**src/rtl/cdb_arbiter.sv**
```systemverilog
// Round-robin CDB arbiter with one holding slot per functional unit.
// Define CDB_BTU_PRIORITY_EN to let a full BTU slot always win without moving rr_ptr.
`ifndef XLEN
`define XLEN 32
`endif
`ifndef ROB_TAG_LEN
`define ROB_TAG_LEN 5
`endif
`ifndef FU_BTU
`define FU_BTU 3
`endif

module cdb_arbiter #(
    parameter int  FU_NUM  = 4,
    parameter int  BTU_IDX = `FU_BTU,
    localparam int SEL_W   = (FU_NUM > 1) ? $clog2(FU_NUM) : 1
) (
    input  logic                                  clock,
    input  logic                                  reset_n,
    input  logic                                  squash,
    input  logic [FU_NUM-1:0]                     fu_valid,
    input  logic [FU_NUM-1:0][`XLEN-1:0]          fu_value,
    input  logic [FU_NUM-1:0][`ROB_TAG_LEN-1:0]   fu_rob_tag,
    input  logic                                  btu_mispredict,
    input  logic [`XLEN-1:0]                      btu_pc,
    output logic [FU_NUM-1:0]                     fu_ready,
    output logic [FU_NUM-1:0][`XLEN-1:0]          cdb_values,
    output logic                                  cdb_select_flag,
    output logic [SEL_W-1:0]                      cdb_select_signal,
    output logic [`ROB_TAG_LEN-1:0]               cdb_rob_tag,
    output logic                                  cdb_mispredict,
    output logic [`XLEN-1:0]                      cdb_pc
);

    logic [FU_NUM-1:0]                    full_q, full_d;
    logic [FU_NUM-1:0][`XLEN-1:0]         value_q, value_d;
    logic [FU_NUM-1:0][`ROB_TAG_LEN-1:0]  tag_q, tag_d;
    logic                                 misp_q, misp_d;
    logic [`XLEN-1:0]                     pc_q, pc_d;
    logic [SEL_W-1:0]                     rr_ptr_q, rr_ptr_d;

    logic                                 gnt_any;
    logic [SEL_W-1:0]                     gnt_idx;
    logic [FU_NUM-1:0]                    gnt_oh;
    logic [FU_NUM-1:0]                    load;
    logic [SEL_W:0]                       scan;

    // Search upward from rr_ptr; explicit wrap keeps non-power-of-two FU_NUM correct.
    always_comb begin
        gnt_any = 1'b0;
        gnt_idx = '0;
        scan    = '0;
        for (int k = 0; k < FU_NUM; k++) begin
            scan = {1'b0, rr_ptr_q} + (SEL_W+1)'(k);
            if (scan >= (SEL_W+1)'(FU_NUM))
                scan = scan - (SEL_W+1)'(FU_NUM);
            if (!gnt_any && full_q[scan[SEL_W-1:0]]) begin
                gnt_any = 1'b1;
                gnt_idx = scan[SEL_W-1:0];
            end
        end
`ifdef CDB_BTU_PRIORITY_EN
        if (full_q[BTU_IDX]) begin
            gnt_any = 1'b1;
            gnt_idx = SEL_W'(BTU_IDX);
        end
`endif
    end

    always_comb begin
        gnt_oh = '0;
        if (gnt_any)
            gnt_oh[gnt_idx] = 1'b1;
    end

    assign fu_ready = ~full_q | gnt_oh;
    assign load     = fu_valid & fu_ready & {FU_NUM{~squash}};

    always_comb begin
        full_d  = squash ? '0 : (load | (full_q & ~gnt_oh));
        value_d = value_q;
        tag_d   = tag_q;
        misp_d  = misp_q;
        pc_d    = pc_q;
        for (int i = 0; i < FU_NUM; i++) begin
            if (load[i]) begin
                value_d[i] = fu_value[i];
                tag_d[i]   = fu_rob_tag[i];
            end
        end
        if (load[BTU_IDX]) begin
            misp_d = btu_mispredict;
            pc_d   = btu_pc;
        end
    end

    always_comb begin
        rr_ptr_d = rr_ptr_q;
        if (gnt_any && !squash)
            rr_ptr_d = (gnt_idx == SEL_W'(FU_NUM-1)) ? '0 : gnt_idx + SEL_W'(1);
`ifdef CDB_BTU_PRIORITY_EN
        // BTU grants bypass the rotation so the other FUs keep their turn order.
        if (gnt_any && gnt_idx == SEL_W'(BTU_IDX))
            rr_ptr_d = rr_ptr_q;
`endif
    end

    always_ff @(posedge clock) begin
        if (!reset_n) begin
            full_q   <= '0;
            value_q  <= '0;
            tag_q    <= '0;
            misp_q   <= 1'b0;
            pc_q     <= '0;
            rr_ptr_q <= '0;
        end else begin
            full_q   <= full_d;
            value_q  <= value_d;
            tag_q    <= tag_d;
            misp_q   <= misp_d;
            pc_q     <= pc_d;
            rr_ptr_q <= rr_ptr_d;
        end
    end

    always_comb begin
        for (int i = 0; i < FU_NUM; i++)
            cdb_values[i] = full_q[i] ? value_q[i] : '0;
    end

    assign cdb_select_flag   = gnt_any;
    assign cdb_select_signal = gnt_idx;
    assign cdb_rob_tag       = gnt_any ? tag_q[gnt_idx] : '0;
    assign cdb_mispredict    = gnt_oh[BTU_IDX] & misp_q;
    assign cdb_pc            = gnt_oh[BTU_IDX] ? pc_q : '0;

endmodule

```
**config.mk**
```make
export PLATFORM = sky130hd
export DESIGN_NAME = cdb_arbiter
export DESIGN_NICKNAME = d
export VERILOG_FILES = /design/src/rtl/cdb_arbiter.sv
export SDC_FILE = /design/constraint.sdc
export NUM_CORES = 1
export LEC_CHECK = 0
export ABC_AREA = 1
export ABC_CLOCK_PERIOD_IN_PS = 7100
export BUFFER_PORTS_ARGS = -buffer_cell sky130_fd_sc_hd__buf_2
export CELL_PAD_IN_SITES_DETAIL_PLACEMENT = 1
export CELL_PAD_IN_SITES_GLOBAL_PLACEMENT = 1
export CORE_ASPECT_RATIO = 0.75
export CORE_MARGIN = 4
export CORE_UTILIZATION = 35
export CTS_CLUSTER_SIZE = 28
export DETAILED_ROUTE_END_ITERATION = 10
export PLACE_DENSITY_LB_ADDON = 0.1
export SETUP_SLACK_MARGIN = 0.05
export SLEW_MARGIN = 10
export SYNTH_ARGS = -nofsm -noshare
export SYNTH_HDL_FRONTEND = slang
export SYNTH_SLANG_ARGS = --single-unit
```
**constraint.sdc**
```tcl
create_clock -name clock -period 7.1 [get_ports clock]
set_input_delay 1.065 -clock clock [delete_from_list [all_inputs] [get_ports clock]]
set_output_delay 1.065 -clock clock [all_outputs]
set_load 0.1 [all_outputs]
```
-- Word-level counts from Yosys, hierarchy flattened
Index checks and enable logic that the tools add are counted.
- bits in registers: 187
- input port bits: 188
- word-level logic and storage cells: 83
- output and inout port bits: 173
- reductions and logical operators: 10
- equality and inequality tests: 1
- bitwise operators: 10
- muxes and demuxes: 32
- $lt $le $gt $ge: 10
- add/sub/neg operators: 8
- operators with widths (operator ; number):
    $mux 32 ; 5
    $mux 2 ; 9
    $lt 2x3->1 const B ; 5
    $and 4x4->4 ; 3
    $bmux 5 s2 ; 1
    $mux 5 ; 2
    $ge 3x3->1 const B ; 3
    $mux 1 ; 9
    $bmux 1 s2 ; 4
    $not 4->4 ; 2
    $or 4x4->4 ; 2
    $sub 2x1->2 const B ; 4
    $add 2x2->3 const B ; 2
    $logic_and 1x1->1 ; 5
    $logic_not 1->1 ; 4
    $mux 4 ; 1
    $add 2x1->3 const B ; 1
    $ge 2x3->1 const B ; 1
    $add 2x1->2 const B ; 1
    $demux 1 s2 ; 1
    $eq 2x2->1 const B ; 1
    $ge 2x1->1 const B ; 1
    $not 1->1 ; 2
    $reduce_or 2->1 ; 1
    $and 1x1->1 ; 1

-- Longest topological paths before layout
Gate-level depths: netlist of the first run.
- depth in word-level cells: 23
- mapped depth: 19
- depth with buffers taken out: 16

-- Least setup slack after synthesis of the first run
No wires, ideal clock.
- path kind: reg-to-output
- start: register full_q[3]
- end: output port cdb_mispredict
- data required time: 6.035 ns
- data arrival time: 3.846 ns
- cell stages (with the launch flop): 16
- path slack: 2.189 ns
- buffers on the path: 3
- path through: dfxtp_1 -> buf_2 -> inv_2 -> nand2_1 -> nand3_1 -> nand2_2 -> nor2_4 -> nand3_1 -> nand2_1 -> nand2_1 -> buf_2 -> inv_1 -> ha_1 -> nand2_4 -> clkbuf_1 -> nor2_1
- longest elaborated chain between the ends: 18
- elaborated cells between the ends (all ways): 29
- those cells by class: 2 x order compare; 19 x mux; 1 x bitwise; 7 x reduce/logical
- RTL lines (element ; RTL line ; text):
    start: declaration ; 35 ; logic [FU_NUM-1:0] full_q, full_d;
    start signal: assignment ; 117 ; full_q <= full_d;
    $bmux 1 s2 ; 57 ; if (!gnt_any && full_q[scan[SEL_W-1:0]]) begin
    $mux 1 (implied by the code) ; 57 ;
    $mux 1 ; 57 ;
    $logic_not 1->1 ; 57 ;
    $logic_and 1x1->1 ; 57 ;
    $mux 1 ; 57 ;
    $logic_not 1->1 ; 57 ;
    $logic_and 1x1->1 ; 57 ;
    [... 3 more ...] ; -- ;
    $mux 2 (*) ; 57 ;
    named net cdb_select_signal[0] ; 29 ; output logic [SEL_W-1:0] cdb_select_signal,
    $lt 2x3->1 (implied by the code) / $ge 2x1->1 (equally long branches) ; 73 ; gnt_oh[gnt_idx] = 1'b1;
    $logic_and 1x1->1 (implied by the code) ; 73 ;
    $mux 1 (implied by the code) ; 73 ;
    $demux 1 s2 (*) ; 73 ;
    $mux 4 (*) ; 72 ; if (gnt_any)
    $and 1x1->1 (*) ; 134 ; assign cdb_mispredict = gnt_oh[BTU_IDX] & misp_q;
    end: declaration ; 31 ; output logic cdb_mispredict,
The timed path passes the listed nets; every way through them passes the cells marked *. The select of a mux whose other input is x is not followed.

-- Worst setup path in the final report of the first run
- start: register rr_ptr_q[0]
- end: output port fu_ready[3]
- longest elaborated chain between the ends: 20
- elaborated cells between the ends (all ways): 44
- those cells by class: 7 x add/sub; 6 x order compare; 23 x mux; 1 x bitwise; 7 x reduce/logical
- RTL lines (element ; RTL line ; text):
    start: declaration ; 40 ; logic [SEL_W-1:0] rr_ptr_q, rr_ptr_d;
    start signal: assignment ; 122 ; rr_ptr_q <= rr_ptr_d;
    parallel branches: the longest is 18 deep, another holds $add 2x1->3 ; -- ;
    $mux 4 (*) ; 72 ;
    $or 4x4->4 (*) ; 76 ; assign fu_ready = ~full_q | gnt_oh;
    end: declaration ; 26 ; output logic [FU_NUM-1:0] fu_ready,
Mark *: on every way between the ends. The select of a mux whose other input is x is not followed.

==> results of run 1 <==
[through the flow]
stage | instances | instance area [um2] | power (mW) | util [%]
final | 1939 | 11100 | 3.58 | 45.7
after CTS | 1931 | 11100 | 3.62 | 45.6
after detailed placement | 1901 | 10500 | 2.68 | 43.3
after global placement | 1901 | 10500 | 2.65 | 43.3
after global routing | 1935 | 11100 | 3.76 | 45.7
after floorplan | 1297 | 8730 | 2.38 | -
[state kept, by name, summed over array words and instances, names as in the netlist]
signal and flops:
tag_q 20, value_q 128, rr_ptr_q 2, pc_q 32
misp_q 1, full_q 4
[kinds of logic after synthesis]
| group | after synthesis | share of synthesized area, % |
|---|---|---|
| buffers and inverters | 291 | 14.5 |
| flip-flops | 187 | 42.9 |
| AO/OA/AOI/OAI | 196 | 11.3 |
| AND/OR/NAND/NOR | 619 | 30.8 |
| adder cells (fa/ha/maj) | 4 | 0.573 |
[how the worst min path moves through the flow]
stage                     cells past startpoint           end          from
after floorplan                               2     tag_q[15]     tag_q[15]
after global placement                        2  value_q[121]  value_q[121]
after detailed placement                      2   value_q[56]   value_q[56]
after CTS                                     2     tag_q[11]     tag_q[11]
after global routing                          2   value_q[81]   value_q[81]
final                                         2   value_q[94]   value_q[94]
[layout make-up]
cell class                 count  share of cell area (%)
sequential                   187                    33.7
tap                          331                    3.73
timing repair buffer         370                    16.9
clock buffer                  20                    4.21
inverter                     194                    6.61
clock inverter                10                   0.835
multi-input combinational    819                    33.8
antenna                        8                   0.180
[cell usage after synthesis, drive strengths merged]
| library cell | count |
|---|---|
| nand3b | 6 |
| a21oi | 192 |
| inv | 194 |
| nor2 | 41 |
| dfxtp | 187 |
| clkbuf | 42 |
| a31oi | 1 |
| nand4 | 1 |
| nand2 | 369 |
| o21ai | 2 |
| a211oi | 1 |
| buf | 55 |
| nand3 | 202 |
| ha | 4 |
[report_power, final]
group	internal [mW]	switching (mW)
Clock	0.508	0.429
Combinational	0.293	1.19
Sequential	1.12	0.0430
[critical path, cell delays in order, from the launching register on]
cell	delay, ns
dfxtp_1	0.55
inv_2	0.15
nand2_1	0.10
nand2_2	0.10
nand2_1	0.07
nand2_1	0.08
nor2_4	0.14
nand3_1	0.11
nand2_1	0.30
nand2_1	0.41
inv_1	0.24
ha_1	0.24
nand2_4	0.23
nand2_4	0.67
buf_2	0.57
[per-layer routing]
metal,share of wire (%),track usage (%),vias up
met3,6.2,6.14,35
met5,0.27,0,-
met1,46,28.7,4336
met4,1.1,5.44,12
met2,46,34.8,244
li1,-,-,4637
==> metrics.txt, run 1 <==
status completed; Max Cap Viol 0; first-pass GRT wire length slightly below 50000 um; total setup buffers inserted after CTS 0; Cell Rows 49; WL final between 30000 and 40000 um; final antenna-violating net count 0; CTS resizes 0; clock root cell clkbuf_16; Yosys reg bits between 150 and 200; Pre-antenna DRT Iters 5; Die X about 190 um; RSZ-0062 raised after global routing no; H-tree depth 4; Yosys warnings 0; DR WL/cell roughly 16 um; Worst EP required between 6 and 7 ns; Final Cycle Share 77.8%; share of layout cells above drive strength 1 a little over a quarter; Slew Limit Fails 0; Crit Reg-Reg Startpoint rr_ptr_q[0]; Die Y-Extent roughly 140 um; Layout Nets about 1800; Min Hold Slack 0.462 ns; most frequent cells in the layout buf_2, nand2_1, nand3_1; WP data arrival roughly 4.5 ns; CTS tree done; post-synthesis net count 1489; post-route clock skew 0.0138 ns; Initial Util between 30% and 40%; Worst Max-Slew Pin Slew between 1 and 1.5 ns; share of the synthesized area in the top cell type between 40% and 50%; DP Worst Slack around 2.0 ns; Peak VDD IR ~0.27 mV; IO Pins around 360; Placer Congestion just over 0.8; Max clock buf depth 2; Gate Count Post-Synth ~1300; Core Footprint 24300 um2; largest cells by area after synthesis dfxtp_1, nand2_1, nand3_1, a21oi_1, inv_1; Hold Crit Class reg -> reg; initial drt markers about 570; Max Fclk 0.181 GHz; hold_buf cts 0; Leakage 5.93 nW; R2R Setup Slk 2.66 ns; Worst Setup End Kind primary output; Worst-Skew Late Latency around 0.44 ns; Startpoint Class register; post-layout min period 5.53 ns; Yosys cell types 24; Worst Setup Slack, final around 1.6 ns; number of remaining DRC errors 0; vias per inst roughly 4.8; path depth of the worst reg2reg path 16; Fillers approximately 3300; Crit Path Class reg -> out; pin count of the biggest net entering global routing 97; Layout area overhead 27.0%; Tot GR Track Use between 20 and 25%; largest area contributor in the netlist dfxtp_1; register clock-pin slew on the reported worst setup and hold paths 0.07 ns; Syn Area/Cell 6.73 um2; total die area around 28000 um2; FF+latch area 3740 um2; slew margin rel. 28.5%; overflow left after global routing 0; Netlist Area Pre-Place roughly 8700 um2; CP Max Fanout between 70 and 80; Final Setup Violations 0; DR vias 9264; post-DP HPWL 21500 um; area of the multi-input gates roughly 3700 um2; initial antenna violation count 11; Setup TNS 0 ns; CP startpoint rr_ptr_q[0]; number of I/O port buffers 360; CTS buffer count 17; most common cell after layout, fill and taps aside buf_2; CP Capture Point fu_ready[3]; vias in the first global route around 9300; CTS Sinks 187; RR Endpoint value_q[99]; Seq/Total Area, Yosys 42.9%; final-report hold violation count 0; Cell Pwr Density around 320 nW/um2
(Power assumes the default switching activity.)
==> inputs of run 2 (changes only) <==
- ABC_CLOCK_PERIOD_IN_PS: 7100 -> 5300
- CORE_UTILIZATION: 35 -> 33
- clock period: 7.1 -> 5.3 ns (I/O delays scaled with it)
==> metrics.txt, run 2 (synthesis gave the netlist of run 1 again) <==
status completed; IO Pins ~360; Cell Pwr Density between 400 and 500 nW/um2; Largest regs value_q: 128 flops, pc_q: 32 flops, tag_q: 20 flops; Crit Path Class reg -> out; Combinational Power Share between 40% and 50%; fin area 11200 um2; final-report hold violation count 0; Core Footprint between 20000 and 30000 um2; Peak VDD IR 0.318 mV; slew margin rel. 24.3%; Layout area overhead 27.9%; CTS buffer count 17; number of I/O port buffers 360; RSZ-0062 raised after global routing no; R2R Setup Slk 1.00 ns; CTS resizes 0; Placer Congestion about 0.83; clock root cell clkbuf_16; DP Worst Slack a little under 0.8 ns; Worst Max-Slew Pin Slew 1.14 ns; H-tree depth 4; Die Y-Extent about 150 um; register with the most flip-flops value_q; RR Endpoint value_q[102]; Fillers between 3000 and 4000; initial drt markers 386; Pre-antenna DRT Iters 4; net load switching power between 2 and 2.5 mW; Startpoint Class register; Cell Area, Placed 10500 um2; part of the power in registers approximately a third; CTS tree done; fin util a little over two fifths; crit path cell chain inv_2 > nand2_1 > nand2_2 > nand2_1 > nand2_1 > nor2_4 > nand3_1 > nand2_1 > nand2_1 > inv_1 > ha_1 > nand2_4 > nand2_8 > buf_2; Worst EP required roughly 4.5 ns; total setup buffers inserted after CTS 0; Clk pwr share about a quarter; overflow left after global routing 0; DR vias roughly 9200; path depth of the worst reg2reg path 17; vias per inst approximately 4.7; max reg flops 128; CP max stage delay between 0.5 and 0.6 ns; Crit Reg-Reg Startpoint rr_ptr_q[0]; number of cells on the worst hold path 2; post-DP HPWL approximately 22000 um; vias in the first global route approximately 9300; WP data arrival between 4 and 5 ns; number of remaining DRC errors 0; Leakage 5.97 nW; Min Hold Slack around 0.46 ns; WL final 31300 um; Layout Nets between 1500 and 2000; most common cell after layout, fill and taps aside buf_2; final antenna-violating net count 0; Final Cycle Share between 90% and 100%; post-route clock skew between 0.008 and 0.009 ns; internal power 2.62 mW; first-pass GRT wire length between 40000 and 50000 um; Max clock buf depth 2; DR WL/cell roughly 16 um; Hold Path End value_q[44]; Initial Util between 30 and 40%; Slew Limit Fails 0; Tot GR Track Use between 20% and 30%; pin count of the biggest net entering global routing around 140; hold_buf cts 0; Hold Crit Class reg -> reg; register clock-pin slew on the reported worst setup and hold paths ~0.07 ns; total die area roughly 30000 um2; Cell Rows 51; initial antenna violation count 8; most used cell, CP nand2_1; Max Cap Viol 0; Worst-Skew Late Latency between 0.4 and 0.5 ns; Die X 196 um; CTS Sinks 187; Worst Setup End Kind primary output; CP Max Fanout 50; share of layout cells above drive strength 1 26.8%; most frequent cells in the layout buf_2, nand2_1, nand3_1; worst hold start value_q[44]; Sw Share 46.1%; post-layout min period about 4.8 ns; crit path max-delay cell type dfxtp_1; Max Fclk 0.207 GHz; Final Setup Violations 0; Worst Setup Slack, final 0.477 ns; Setup TNS 0 ns
==> run 2: cell count changes in the layout (fill, tap and decap cells not counted), sizes merged <==
cell	delta
clkbuf	+4
diode	-2
inv	-1
clkinv	+2
clkinvlp	-3
buf	+3
==> run 2: worst max-delay path by stage <==
stage | startpoint | end | slack, ns | depth (start not counted)
CTS | rr_ptr_q[0] | fu_ready[3] | 0.28 | 14
floorplan | full_q[3] | cdb_mispredict | 0.66 | 15
finish | rr_ptr_q[0] | fu_ready[3] | 0.48 | 14
global placement | rr_ptr_q[0] | fu_ready[3] | 0.92 | 14
global route | rr_ptr_q[0] | fu_ready[3] | 0.13 | 14
detailed placement | rr_ptr_q[0] | fu_ready[3] | 0.77 | 14
==> run 2: power groups by stage <==
stage	clock network, mW	logic, mW	registers [mW]
3_5_place_dp	0	2.03	1.59
6_report	1.30	2.01	1.56
2_1_floorplan	0	1.62	1.56
3_3_place_gp	0	2.01	1.58
5_1_grt	1.40	2.16	1.57
4_1_cts	1.34	2.04	1.56
==> run 2: stage by stage <==
| step | cells | total power [mW] |
|---|---|---|
| final | 1955 | 4.86 |
| after global routing | 1950 | 5.13 |
| after CTS | 1949 | 4.94 |
| after detailed placement | 1917 | 3.62 |
| after global placement | 1917 | 3.60 |
| after floorplan | 1297 | 3.19 |
==> run 2: final cells by class <==
class,instances,area (um2),area share [%]
diodes,6,15.0,0.134
clock buffers,24,512,4.58
clock inverters,8,82.6,0.740
inverters,194,733,6.57
multi-input cells,819,3750,33.6
flip-flops and latches,187,3740,33.5
well taps,344,430,3.85
repair buffers,373,1900,17.0
==> run 2: per-layer routing <==
layer | up-vias | wire length (um) | GRT usage (%)
met5 | - | 44 | 0
met4 | 8 | 418 | 4.68
met3 | 32 | 2020 | 5.64
met2 | 239 | 14400 | 33.2
met1 | 4301 | 14400 | 27.5
li1 | 4641 | - | -
==> run 2: worst max-delay path, delay by kind of cell, from the launching register on <==
kind	cells	cell delay (ns)
AND/OR/NAND/NOR	10	1.90
buffers and inverters	3	0.87
adder cells (fa/ha/maj)	1	0.22
flip-flops	1	0.57
==> inputs of run 3 (changes only) <==
- CORE_UTILIZATION: 33 -> 30
==> metrics.txt, run 3 (synthesis gave the netlist of run 1 again) <==
status completed; post-layout min period 4.75 ns; final antenna-violating net count 0; pin count of the biggest net entering global routing between 90 and 100; M1 WL around 15000 um; CTS Sinks roughly 190; WP data arrival 3.95 ns; number of I/O port buffers 360; post-route clock skew 0.00692 ns; Fillers roughly 3700; DR vias just over 9000; Crit Path Class reg -> out; CP startpoint rr_ptr_q[0]; Initial Util 30.8%; vias per inst 4.65; Leakage 5.99 nW; Min Hold Slack roughly 0.46 ns; fin area roughly 11000 um2; routed wl met3 roughly 2100 um; Die Y-Extent ~160 um; CTS resizes 0; IO Pins ~360; H-tree depth 4; register clock-pin slew on the reported worst setup and hold paths around 0.070 ns; top routing layer in use met5; worst hold start pc_q[23]; final-report hold violation count 0; total setup buffers inserted after CTS 0; Slew Limit Fails 0; number of remaining DRC errors 0; first-pass GRT wire length between 50000 and 60000 um; DR WL/cell 16.4 um; hold_buf cts 0; Placer Congestion slightly below 0.8; Layout area overhead 28.7%; Largest regs value_q: 128 flops, pc_q: 32 flops, tag_q: 20 flops; Cell Area, Placed about 11000 um2; Max Cap Viol 0; Max clock buf depth 2; vias in the first global route 9459; Final Cycle Share 89.6%; share of layout cells above drive strength 1 26.9%; clock root cell clkbuf_16; CP Max Fanout 40; most common cell after layout, fill and taps aside buf_2; initial antenna violation count 10; Cell Pwr Density 439 nW/um2; register with the most flip-flops value_q; overflow left after global routing 0; CTS buffer count 17; Peak VDD IR between 0.3 and 0.4 mV; Final Setup Violations 0; Worst-Skew Late Latency ~0.43 ns; Worst EP required around 4.5 ns; Crit Reg-Reg Startpoint rr_ptr_q[0]; WL met2 around 15000 um; post-DP HPWL about 23000 um; Layout Nets about 1800; slew margin rel. between 20% and 30%; Startpoint Class register; Tot GR Track Use roughly a fifth; Worst Max-Slew Pin Slew between 1 and 1.5 ns; area of the multi-input gates roughly 3700 um2; max reg flops approximately 130; RSZ-0062 raised after global routing no; FF+latch area 3740 um2; total die area approximately 32000 um2; Setup TNS 0 ns; WL final approximately 33000 um; Max Fclk about 0.21 GHz; Core Footprint 28300 um2; CTS tree done; Worst Setup End Kind primary output; most frequent cells in the layout buf_2, nand2_1, nand3_1; Hold Crit Class reg -> reg; initial drt markers approximately 440; Cell Rows between 50 and 60; R2R Setup Slk 1.45 ns; Pre-antenna DRT Iters 4; Die X approximately 200 um
## run 3: layout make-up
| type | instances | share of cell area [%] |
|---|---|---|
| multi-input cells | 819 | 33.4 |
| flip-flops and latches | 187 | 33.3 |
| repair buffers | 374 | 17.0 |
| inverters | 194 | 6.52 |
| well taps | 385 | 4.28 |
| clock buffers | 21 | 4.27 |
| clock inverters | 10 | 1.24 |
| diodes | 3 | 0.0668 |
## run 3: routing by layer
layer  vias to the layer above  GRT usage [%]
met3                        32           5.30
met5                         -              0
li1                       4641              -
met1                      4369           26.7
met2                       216           32.2
met4                        14           3.95
## run 3: stage by stage
stage	cells	power [mW]	setup slack (ns)	util (%)
after floorplan	1297	3.19	0.659	-
after global placement	1959	3.60	0.957	37.5
after detailed placement	1959	3.62	0.790	37.5
after CTS	1990	5.01	0.326	39.6
after global routing	1991	5.21	0.0858	39.7
final	1993	4.94	0.551	39.7
## run 3: path summary, 6_finish.rpt
path | end | depth (start not counted)
worst max-delay path | fu_ready[3] | 14
worst min-delay path | pc_q[23] | 2
worst max register to register | value_q[116] | 16
worst min register to register | pc_q[23] | 2
## run 3: worst max-delay path, cell delays in order (launching register included)
cell and delay [ns]:
dfxtp_1 0.54, inv_2 0.16, nand2_1 0.11, nand2_2 0.09, nand2_1 0.08, nand2_1 0.09
nor2_4 0.15, nand3_1 0.12, nand2_1 0.29, nand2_1 0.39, inv_1 0.21, ha_1 0.21
nand2_4 0.23, nand2_8 0.34, buf_2 0.49
## run 3: power breakdown
| group | internal, mW | switching, mW | leakage, nW |
|---|---|---|---|
| Clock | 0.792 | 0.581 | 0.305 |
| Combinational | 0.397 | 1.61 | 4.15 |
| Sequential | 1.50 | 0.0584 | 1.53 |
| Total | 2.69 | 2.25 | 5.99 |
